<file path="config.mk">
export PLATFORM = sky130hd
export DESIGN_NAME = systolic_array_3x3
export DESIGN_NICKNAME = d
export VERILOG_FILES = /design/src/rtl/systolic_array_3x3.sv
export SDC_FILE = /design/constraint.sdc
export NUM_CORES = 1
export LEC_CHECK = 0
export CAP_MARGIN = 20
export CELL_PAD_IN_SITES_DETAIL_PLACEMENT = 2
export CELL_PAD_IN_SITES_GLOBAL_PLACEMENT = 2
export CORE_ASPECT_RATIO = 0.5
export CORE_MARGIN = 10
export CORE_UTILIZATION = 45
export CTS_CLUSTER_SIZE = 8
export DETAILED_ROUTE_END_ITERATION = 10
export PLACE_DENSITY_LB_ADDON = 0.1
export SLEW_MARGIN = 25
export SYNTH_ARGS = -nofsm -noshare
export SYNTH_HDL_FRONTEND = slang
export SYNTH_SLANG_ARGS = --single-unit
export TNS_END_PERCENT = 50
</file>
<file path="constraint.sdc">
create_clock -name clk -period 9.25 [get_ports clk]
set_clock_uncertainty 0.1 [all_clocks]
set_input_delay 1.85 -clock clk [delete_from_list [all_inputs] [get_ports clk]]
set_output_delay 1.85 -clock clk [all_outputs]
set_load 0.05 [all_outputs]
</file>
<file path="src/rtl/systolic_array_3x3.sv">
// Weight-stationary 3x3 systolic MAC array: weights shift in from the top,
// skewed activations flow left-to-right, partial sums flow downward.
module systolic_array_3x3 #(
   parameter int WIDTH = 8
) (
   input  logic             clk,
   input  logic             rst,
   input  logic [WIDTH-1:0] A_in_1,
   input  logic [WIDTH-1:0] A_in_2,
   input  logic [WIDTH-1:0] A_in_3,
   input  logic [WIDTH-1:0] B_in_1,
   input  logic [WIDTH-1:0] B_in_2,
   input  logic [WIDTH-1:0] B_in_3,
   input  logic             P1_en,
   output logic [WIDTH-1:0] C_out
);

   logic [WIDTH-1:0] a_row [3];
   logic [WIDTH-1:0] b_col [3];

   logic [WIDTH-1:0] w_reg   [3][3];
   logic [WIDTH-1:0] a_reg   [3][3];
   logic [WIDTH-1:0] p_reg   [3][3];

   logic [WIDTH-1:0] w_next  [3][3];
   logic [WIDTH-1:0] a_next  [3][3];
   logic [WIDTH-1:0] psum_in [3][3];
   logic [WIDTH-1:0] prod    [3][3];
   logic [WIDTH-1:0] p_next  [3][3];

   assign a_row[0] = A_in_1;
   assign a_row[1] = A_in_2;
   assign a_row[2] = A_in_3;
   assign b_col[0] = B_in_1;
   assign b_col[1] = B_in_2;
   assign b_col[2] = B_in_3;

   genvar gi, gj;
   generate
      for (gi = 0; gi < 3; gi++) begin : g_row
         for (gj = 0; gj < 3; gj++) begin : g_col
            if (gi == 0) begin : g_top
               assign w_next[gi][gj]  = b_col[gj];
               assign psum_in[gi][gj] = '0;
            end else begin : g_inner
               assign w_next[gi][gj]  = w_reg[gi-1][gj];
               assign psum_in[gi][gj] = p_reg[gi-1][gj];
            end

            if (gj == 0) begin : g_left
               assign a_next[gi][gj] = a_row[gi];
            end else begin : g_mid
               assign a_next[gi][gj] = a_reg[gi][gj-1];
            end

            // Product truncated to WIDTH bits; the accumulate wraps modulo 2^WIDTH.
            assign prod[gi][gj]   = a_next[gi][gj] * w_reg[gi][gj];
            assign p_next[gi][gj] = psum_in[gi][gj] + prod[gi][gj];
         end
      end
   endgenerate

   // Each PE multiplies with its pre-edge weight even when a load shifts on the same edge.
   always_ff @(posedge clk or negedge rst) begin
      if (!rst) begin
         for (int r = 0; r < 3; r++) begin
            for (int c = 0; c < 3; c++) begin
               w_reg[r][c] <= '0;
               a_reg[r][c] <= '0;
               p_reg[r][c] <= '0;
            end
         end
      end else begin
         for (int r = 0; r < 3; r++) begin
            for (int c = 0; c < 3; c++) begin
               a_reg[r][c] <= a_next[r][c];
               p_reg[r][c] <= p_next[r][c];
               if (P1_en) begin
                  w_reg[r][c] <= w_next[r][c];
               end
            end
         end
      end
   end

   assign C_out = p_reg[2][0] + p_reg[2][1] + p_reg[2][2];

endmodule

</file>
======== After elaboration in Yosys (flattened, before gate mapping) ========
Cells that the tools add are included.
W data, S select, Z words.
storage, ports and cells
  ROM bits ................................ 0
  memories ................................ 0
  word-level logic and storage cells ...... 41
  output and inout bits ................... 8
  bits in writable memories ............... 0
  register bits ........................... 192
  input port bits ......................... 51
  bits in latches ......................... 0
cells by class
  mux-type cells .......................... 0
  equality and inequality tests ........... 0
  multiply operators ...................... 9
  reductions and logical operators ........ 0
  shift-type cells ........................ 0
  magnitude comparators ................... 0
  div/mod/pow operators ................... 0
  add/sub/neg operators ................... 8
  bitwise gates (word level) .............. 0
operators by type and width
  kind           number
  $mul A8 B8 Y8  9
  $add A8 B8 Y8  8

======== Logic depth before layout (Yosys ltp) ========
Gate-level depths: netlist (run 1).
  depth in word-level cells ............... 2
  gate-level depth with buffers ........... 17

======== Least setup slack after synthesis (run 1) ========
No wires, ideal clock.
  path type ............................... input to register
  start ................................... input port A_in_3[4]
  end ..................................... register p_reg[23] (netlist name)
  cell stages on the path ................. 14
  data required time ...................... 9.025 ns
  path slack .............................. 4.206 ns
  arrival ................................. 4.819 ns
  buffers on the path ..................... 0
  cells stage by stage .................... and2_1 fa_1 inv_1 fa_1 inv_1 ha_1 inv_1 fa_1 fa_1 inv_1 a21o_1 a21oi_1 xnor2_1 xnor2_1
RTL lines
  what                           RTL line  source
  start, declared                10        input logic [WIDTH-1:0] A_in_3,
  end signal, assigned by index  77        p_reg[r][c] <= p_next[r][c];
  end, declared                  23        logic [WIDTH-1:0] p_reg [3][3];

======== Worst setup path after layout (run 1) ========
  start ................................... register p_reg[1] (netlist name)
  end ..................................... output port C_out[7]
on the way
  word-level cells in the longest chain between the ends .. 1
RTL lines
  what           RTL line  source
  $add A8 B8 Y8  86        assign C_out = p_reg[2][0] + p_reg[2][1] + p_reg[2][2];
  end, declared  15        output logic [WIDTH-1:0] C_out
No other way between the ends.

==> run metrics, run 1 <==
reg-to-reg startpoint w_next[9]; worst vdd ir 676 uV; initial antenna violation count 0; number of I/O port buffers 58; area leader, netlist dfrtp_1; Synth Net Count 1787; layout cells sized above 1 0.0772; CTS sink count 192; maxcap violations 0; critical path arrival 3590 ps; first-pass GRT wire length 66400 microns; setup violators final 0; Finished Layout Cells 1943; Cell variety after synth 19; HP Class reg2reg; largest cells by area after synthesis dfrtp_1 32%, fa_1 20%, ha_1 13%; CP Launch Type flop; relative slew slack 0.319; Core ar. 0.0332 sq mm; mux cell area share after synthesis 0.0535; top-area cell type share of the netlist area 0.317; total power 6640 uW; DR pass1 iterations 5; Clock Latency Late Sink 460 ps; unrepaired setup endpoints after global routing no; total grt overflow 0; routability congestion estimate 0.812; pwr/cell area 396 mW/mm^2; compound-cell area share of the yosys netlist 0.0182; adder-cell area share of the yosys netlist 0.329; Final Net Count 1848; Cell Rows 47; TritonCTS clock tree built; critical path required time approximately 7300 ps; final hold violation count 0; Ys Warns 0; max-slew violations 0; fin crit share 0.599; Vias 9603; r2r setup slk approximately 5200 ps; placed wire-length estimate 31500 microns; # diodes 0; run status finished, final reports clean; FMAX between 150 and 200 MHz; placed insts around 1900; reg2reg end p_reg[39]; Clock transition at path regs 70 ps; TritonCTS Buffers 17; Max Fanout on Critical Path 2; Setup TNS 0 ps; # IOs 59; ANT nets after route 0; #FFs+latches synth 192; area grow syn2layout 10.7%; sequential element share of the synthesized area 0.317; Initial Util 0.457; largest net degree at the start of global routing 93; Final Critical Period 5540 ps; root buf cell clkbuf_16; GRT Overall Usage 0.204; initial DRC count between 200 and 300; leakage 0.00835 uW; syn avg cell area 10.6 sq um; Simple-Gate Fraction of Synth Area 0.104; Avg WL per Cell ~21 microns; overall routed net length 40000 microns; Synth Area in XOR/XNOR 0.0957; Die X ~280 microns; Syn Std Cell Area roughly 0.015 sq mm; crit end category output pin; Via density 4.94; post-CTS sizing 0; largest family of logic cells by synthesized area adder cells; vias in the first global route 11700; R2R depth 12; Synth Instances 1428; Die Ht around 150 microns; worst slew pin tran 1020 ps; Post-CTS Setup Bufs 0; end point of the critical path C_out[7]; drt drc 0; hold buffers post-CTS 0; Clock Tree Buf Depth 2; number of H-tree levels 4; Worst Setup SP p_reg[1]; critical path class reg2out; Die Area ~0.042 sq mm; max reg flops 72
==> how the worst min path moves through the flow <==
stage                     cells past startpoint         end  startpoint
after detailed placement                      0  a_next[31]  a_next[39]
final                                         0  a_next[55]  a_next[63]
after global placement                        0  a_next[31]  a_next[39]
after global routing                          0  a_next[55]  a_next[63]
after floorplan                               0  a_next[31]  a_next[39]
after CTS                                     0  a_next[55]  a_next[63]
==> through the flow <==
stage	hold WS, ps	instance area, sq um	worst slack, ps	utilization
detailed placement	313	16200	3440	0.489
CTS	331	16800	3630	0.506
finish	317	16800	3710	0.506
floorplan	254	15200	4210	-
global placement	307	16200	3560	0.489
global route	329	16800	3470	0.506
==> cell usage in the layout, fill, tap and decap left out <==
cell type / synthesis / final
and2_1: 132 / 132
clkbuf_8: 0 / 2
nand2_2: 3 / 3
dfrtp_1: 192 / 192
buf_4: 6 / 3
clkinv_4: 0 / 1
bufinv_16: 0 / 2
fa_1: 152 / 152
clkinvlp_4: 0 / 3
xor2_1: 20 / 20
inv_8: 0 / 1
nand2_1: 183 / 183
xnor2_1: 142 / 142
a21oi_1: 22 / 22
clkdlybuf4s50_1: 0 / 56
clkbuf_1: 1 / 3
clkbuf_16: 0 / 17
mux2_2: 72 / 72
inv_6: 0 / 2
clkinv_2: 0 / 2
and2_2: 6 / 6
inv_1: 306 / 306
xnor2_2: 2 / 2
o21bai_1: 2 / 2
a21o_1: 20 / 20
ha_1: 156 / 156
==> layout make-up <==
| cell class | count | area [sq um] |
|---|---|---|
| clock buffer | 21 | 450 |
| tap | 441 | 552 |
| timing repair buffer | 60 | 597 |
| sequential | 192 | 4800 |
| fill | 3353 | 16400 |
| inverter | 306 | 1150 |
| multi-input combinational | 912 | 9110 |
| clock inverter | 11 | 130 |
==> logic make-up after synthesis <==
| kind of cell | after synthesis |
|---|---|
| buf+inv | 324 |
| simple gates | 324 |
| fa+ha+maj | 308 |
| flops | 192 |
| xor+xnor | 164 |
| mux | 72 |
| compound gates | 44 |
==> cells in the mapped netlist <==
cell type and n:
a21oi_1 22, a21o_1 20, nand2_1 183, o21bai_1 2
buf_4 6, buf_2 10, ha_1 156, xnor2_2 2
clkbuf_2 1, xnor2_1 142, inv_1 306, and2_1 132
clkbuf_1 1, and2_2 6, dfrtp_1 192, nand2_2 3
fa_1 152, xor2_1 20, mux2_2 72
==> power by group <==
part | switching (uW) | internal (uW)
Sequential | 210 | 1090
Combinational | 2590 | 1990
Clock | 349 | 408
==> layer usage <==
metal / vias up / GRT usage / share of wire
li1: 4397 / - / -
met2: 91 / 0.361 / 0.50
met3: 36 / 0.0320 / 0.027
met4: 0 / 0.0468 / 0.013
met5: - / 0 / 0
met1: 5079 / 0.259 / 0.46
==> critical path, cell delays in order (launching register included) <==
cell	delay (ps)
dfrtp_1	400
fa_1	550
ha_1	170
inv_1	60
fa_1	410
inv_1	70
a21oi_1	70
o21bai_1	210
a21o_1	150
a21oi_1	70
xnor2_1	160
clkdlybuf4s50_1	820
Power figures use the tool's default switching activity.
==> run 2, diff against run 1 <==
--- a/config.mk
+++ b/config.mk
@@ -10,7 +10,7 @@
 export CELL_PAD_IN_SITES_GLOBAL_PLACEMENT = 2
 export CORE_ASPECT_RATIO = 0.5
 export CORE_MARGIN = 10
-export CORE_UTILIZATION = 45
+export CORE_UTILIZATION = 38
 export CTS_CLUSTER_SIZE = 8
 export DETAILED_ROUTE_END_ITERATION = 10
 export PLACE_DENSITY_LB_ADDON = 0.1
==> constraint.sdc (replaced) <==
create_clock -name clk -period 4.9 [get_ports clk]
set_clock_uncertainty 0.1 [all_clocks]
set_input_delay 0.98 -clock clk [delete_from_list [all_inputs] [get_ports clk]]
set_output_delay 0.98 -clock clk [all_outputs]
set_load 0.05 [all_outputs]
==> run metrics, run 2 (synthesized netlist as in run 1, its figures left out) <==
run status finished, final reports clean; layout cells sized above 1 0.0822 (+0.00500); end point of the critical path C_out[7]; Clock power frac 0.113 (about the same); root buf cell clkbuf_16; reg2reg end p_reg[23]; most common cell after layout, fill and taps aside inv_1; Die X 303 microns (+8.2%); Max Fanout on Critical Path 2 (unchanged); largest net degree at the start of global routing 100 (+7.5%); overall routed net length 37200 microns (-7.2%); routability congestion estimate 0.794 (-2.2%); Avg WL per Cell 18.2 microns (-11%); area grow syn2layout 11.9%; Post-CTS Setup Bufs 0 (unchanged); initial antenna violation count 1 (+1); Via density 4.63 (-6.3%); Cell Rows 51 (+8.5%); placed wire-length estimate 30300 microns (-3.7%); worst vdd ir 507 uV (-25%); critical path required time 3820 ps (-3480 ps); TritonCTS clock tree built; CTS sink count 192 (unchanged); R2R depth 14 (+2); reg-to-reg startpoint w_reg[16]; Vias 9439 (-1.7%); total grt overflow 0 (unchanged); most frequent cells in the layout 306 x inv_1, 192 x dfrtp_1, 183 x nand2_1; vias in the first global route 11400 (-3.4%); CP Launch Type flop; total power 12200 uW (+84%); Pint 6500 uW (+86%); drt drc 0 (unchanged); pwr/cell area 719 mW/mm^2 (+82%); DR pass1 iterations 6 (+1); Worst Setup SP p_reg[1]; Clock transition at path regs 80 ps (about the same); initial DRC count 307 (+8.5%); number of I/O port buffers 58 (unchanged); fin crit share 0.948; placed instance area 0.0164 sq mm (+1.0%); leakage 0.00839 uW (+0.47%); GRT Overall Usage 0.162 (-0.0419); # diodes 0 (unchanged); first-pass GRT wire length 62600 microns (-5.7%); hold buffers post-CTS 0 (unchanged); NetSw 5710 uW (+81%); Final Net Count 1855 (+0.38%); Die Area 0.0488 sq mm (+16%); Final Critical Period 4650 ps; Layout Utilization 0.434 (-0.0724); Core ar. 0.0391 sq mm (+18%); TritonCTS Buffers 17 (unchanged); r2r setup slk 920 ps (-4280 ps); max reg flops 72 (unchanged); relative slew slack 0.420 (+0.101); crit end category output pin; final hold violation count 0 (unchanged); ANT nets after route 0 (unchanged); Seq pwr share 0.201 (+0.005); Net Sw Frac 0.468 (-0.00689); combinational fraction of design power 0.686 (-0.004); Clock Tree Buf Depth 2 (unchanged); FMAX approximately 220 MHz; Clock Latency Late Sink 450 ps (about the same); unrepaired setup endpoints after global routing no; max-slew violations 0 (unchanged); Initial Util 0.388 (-0.0695); critical path class reg2out; # IOs 59 (unchanged); HP Class reg2reg; number of H-tree levels 4 (unchanged); critical path arrival 3570 ps (-20 ps); worst slew pin tran 870 ps (-152 ps); setup violators final 0 (unchanged); Die Ht 161 microns (+7.6%); post-CTS sizing 0 (unchanged); maxcap violations 0 (unchanged); fin area 0.0170 sq mm (+1.1%)
[run 2: cell types whose count changed in the layout (fill, tap and decap cells not counted), sizes merged]
cell	delta
buf	+7
clkbuf	-1
bufinv	-1
clkinv	+1
[run 2: worst max-delay path, stage by stage, from the launching register on]
cell and delay (ps):
dfrtp_1 390, fa_1 540, ha_1 160, inv_1 50, fa_1 400, inv_1 80, a21oi_1 70, o21bai_1 220
a21o_1 150, a21oi_1 70, xnor2_1 150, clkdlybuf4s50_1 820
[run 2: worst min-delay path by stage]
stage	start	endpoint	slack (ps)	depth (start not counted)
2_1_floorplan	a_next[39]	a_next[31]	250	0
3_3_place_gp	a_next[63]	a_next[55]	310	0
3_5_place_dp	a_next[63]	a_next[55]	300	0
4_1_cts	a_next[63]	a_next[55]	330	0
5_1_grt	a_next[15]	a_next[7]	340	0
6_report	a_next[63]	a_next[55]	330	0
[run 2: per-layer routing]
metal  GRT usage  vias up  wire, microns
met5           0        -              0
met4      0.0326        0            353
met3      0.0219       25            746
met2       0.270       63          17600
met1       0.222     4935          18400
li1            -     4416              -
[run 2: layout make-up]
class                      count  area, sq um
clock inverter                11          106
clock buffer                  20          457
fill                        4074        22100
timing repair buffer          67          682
multi-input combinational    912         9110
tap                          530          663
sequential                   192         4800
inverter                     306         1150
[run 2: through the flow]
step	instances	hold WS (ps)	setup TNS (ps)	worst slack, ps
floorplan	1428	254	0	726
global placement	2006	310	0	129
detailed placement	2006	305	-4.80	-4.80
CTS	2037	331	0	177
global route	2038	340	0	42.3
finish	2038	326	0	252
[run 2: power groups by stage]
stage | clock network [uW] | registers, uW | logic, uW
finish | 1380 | 2460 | 8370
global route | 1490 | 2520 | 9690
CTS | 1430 | 2470 | 8650
detailed placement | 0 | 2500 | 8570
global placement | 0 | 2480 | 8120
floorplan | 0 | 2260 | 6330
==> run 3, diff against run 2 <==
--- a/config.mk
+++ b/config.mk
@@ -14,6 +14,7 @@
 export CTS_CLUSTER_SIZE = 8
 export DETAILED_ROUTE_END_ITERATION = 10
 export PLACE_DENSITY_LB_ADDON = 0.1
+export SKIP_CTS_REPAIR_TIMING = 1
 export SLEW_MARGIN = 25
 export SYNTH_ARGS = -nofsm -noshare
 export SYNTH_HDL_FRONTEND = slang
==> results of run 3 <==
Final layout, timing and power as in run 2 (identical DEF).
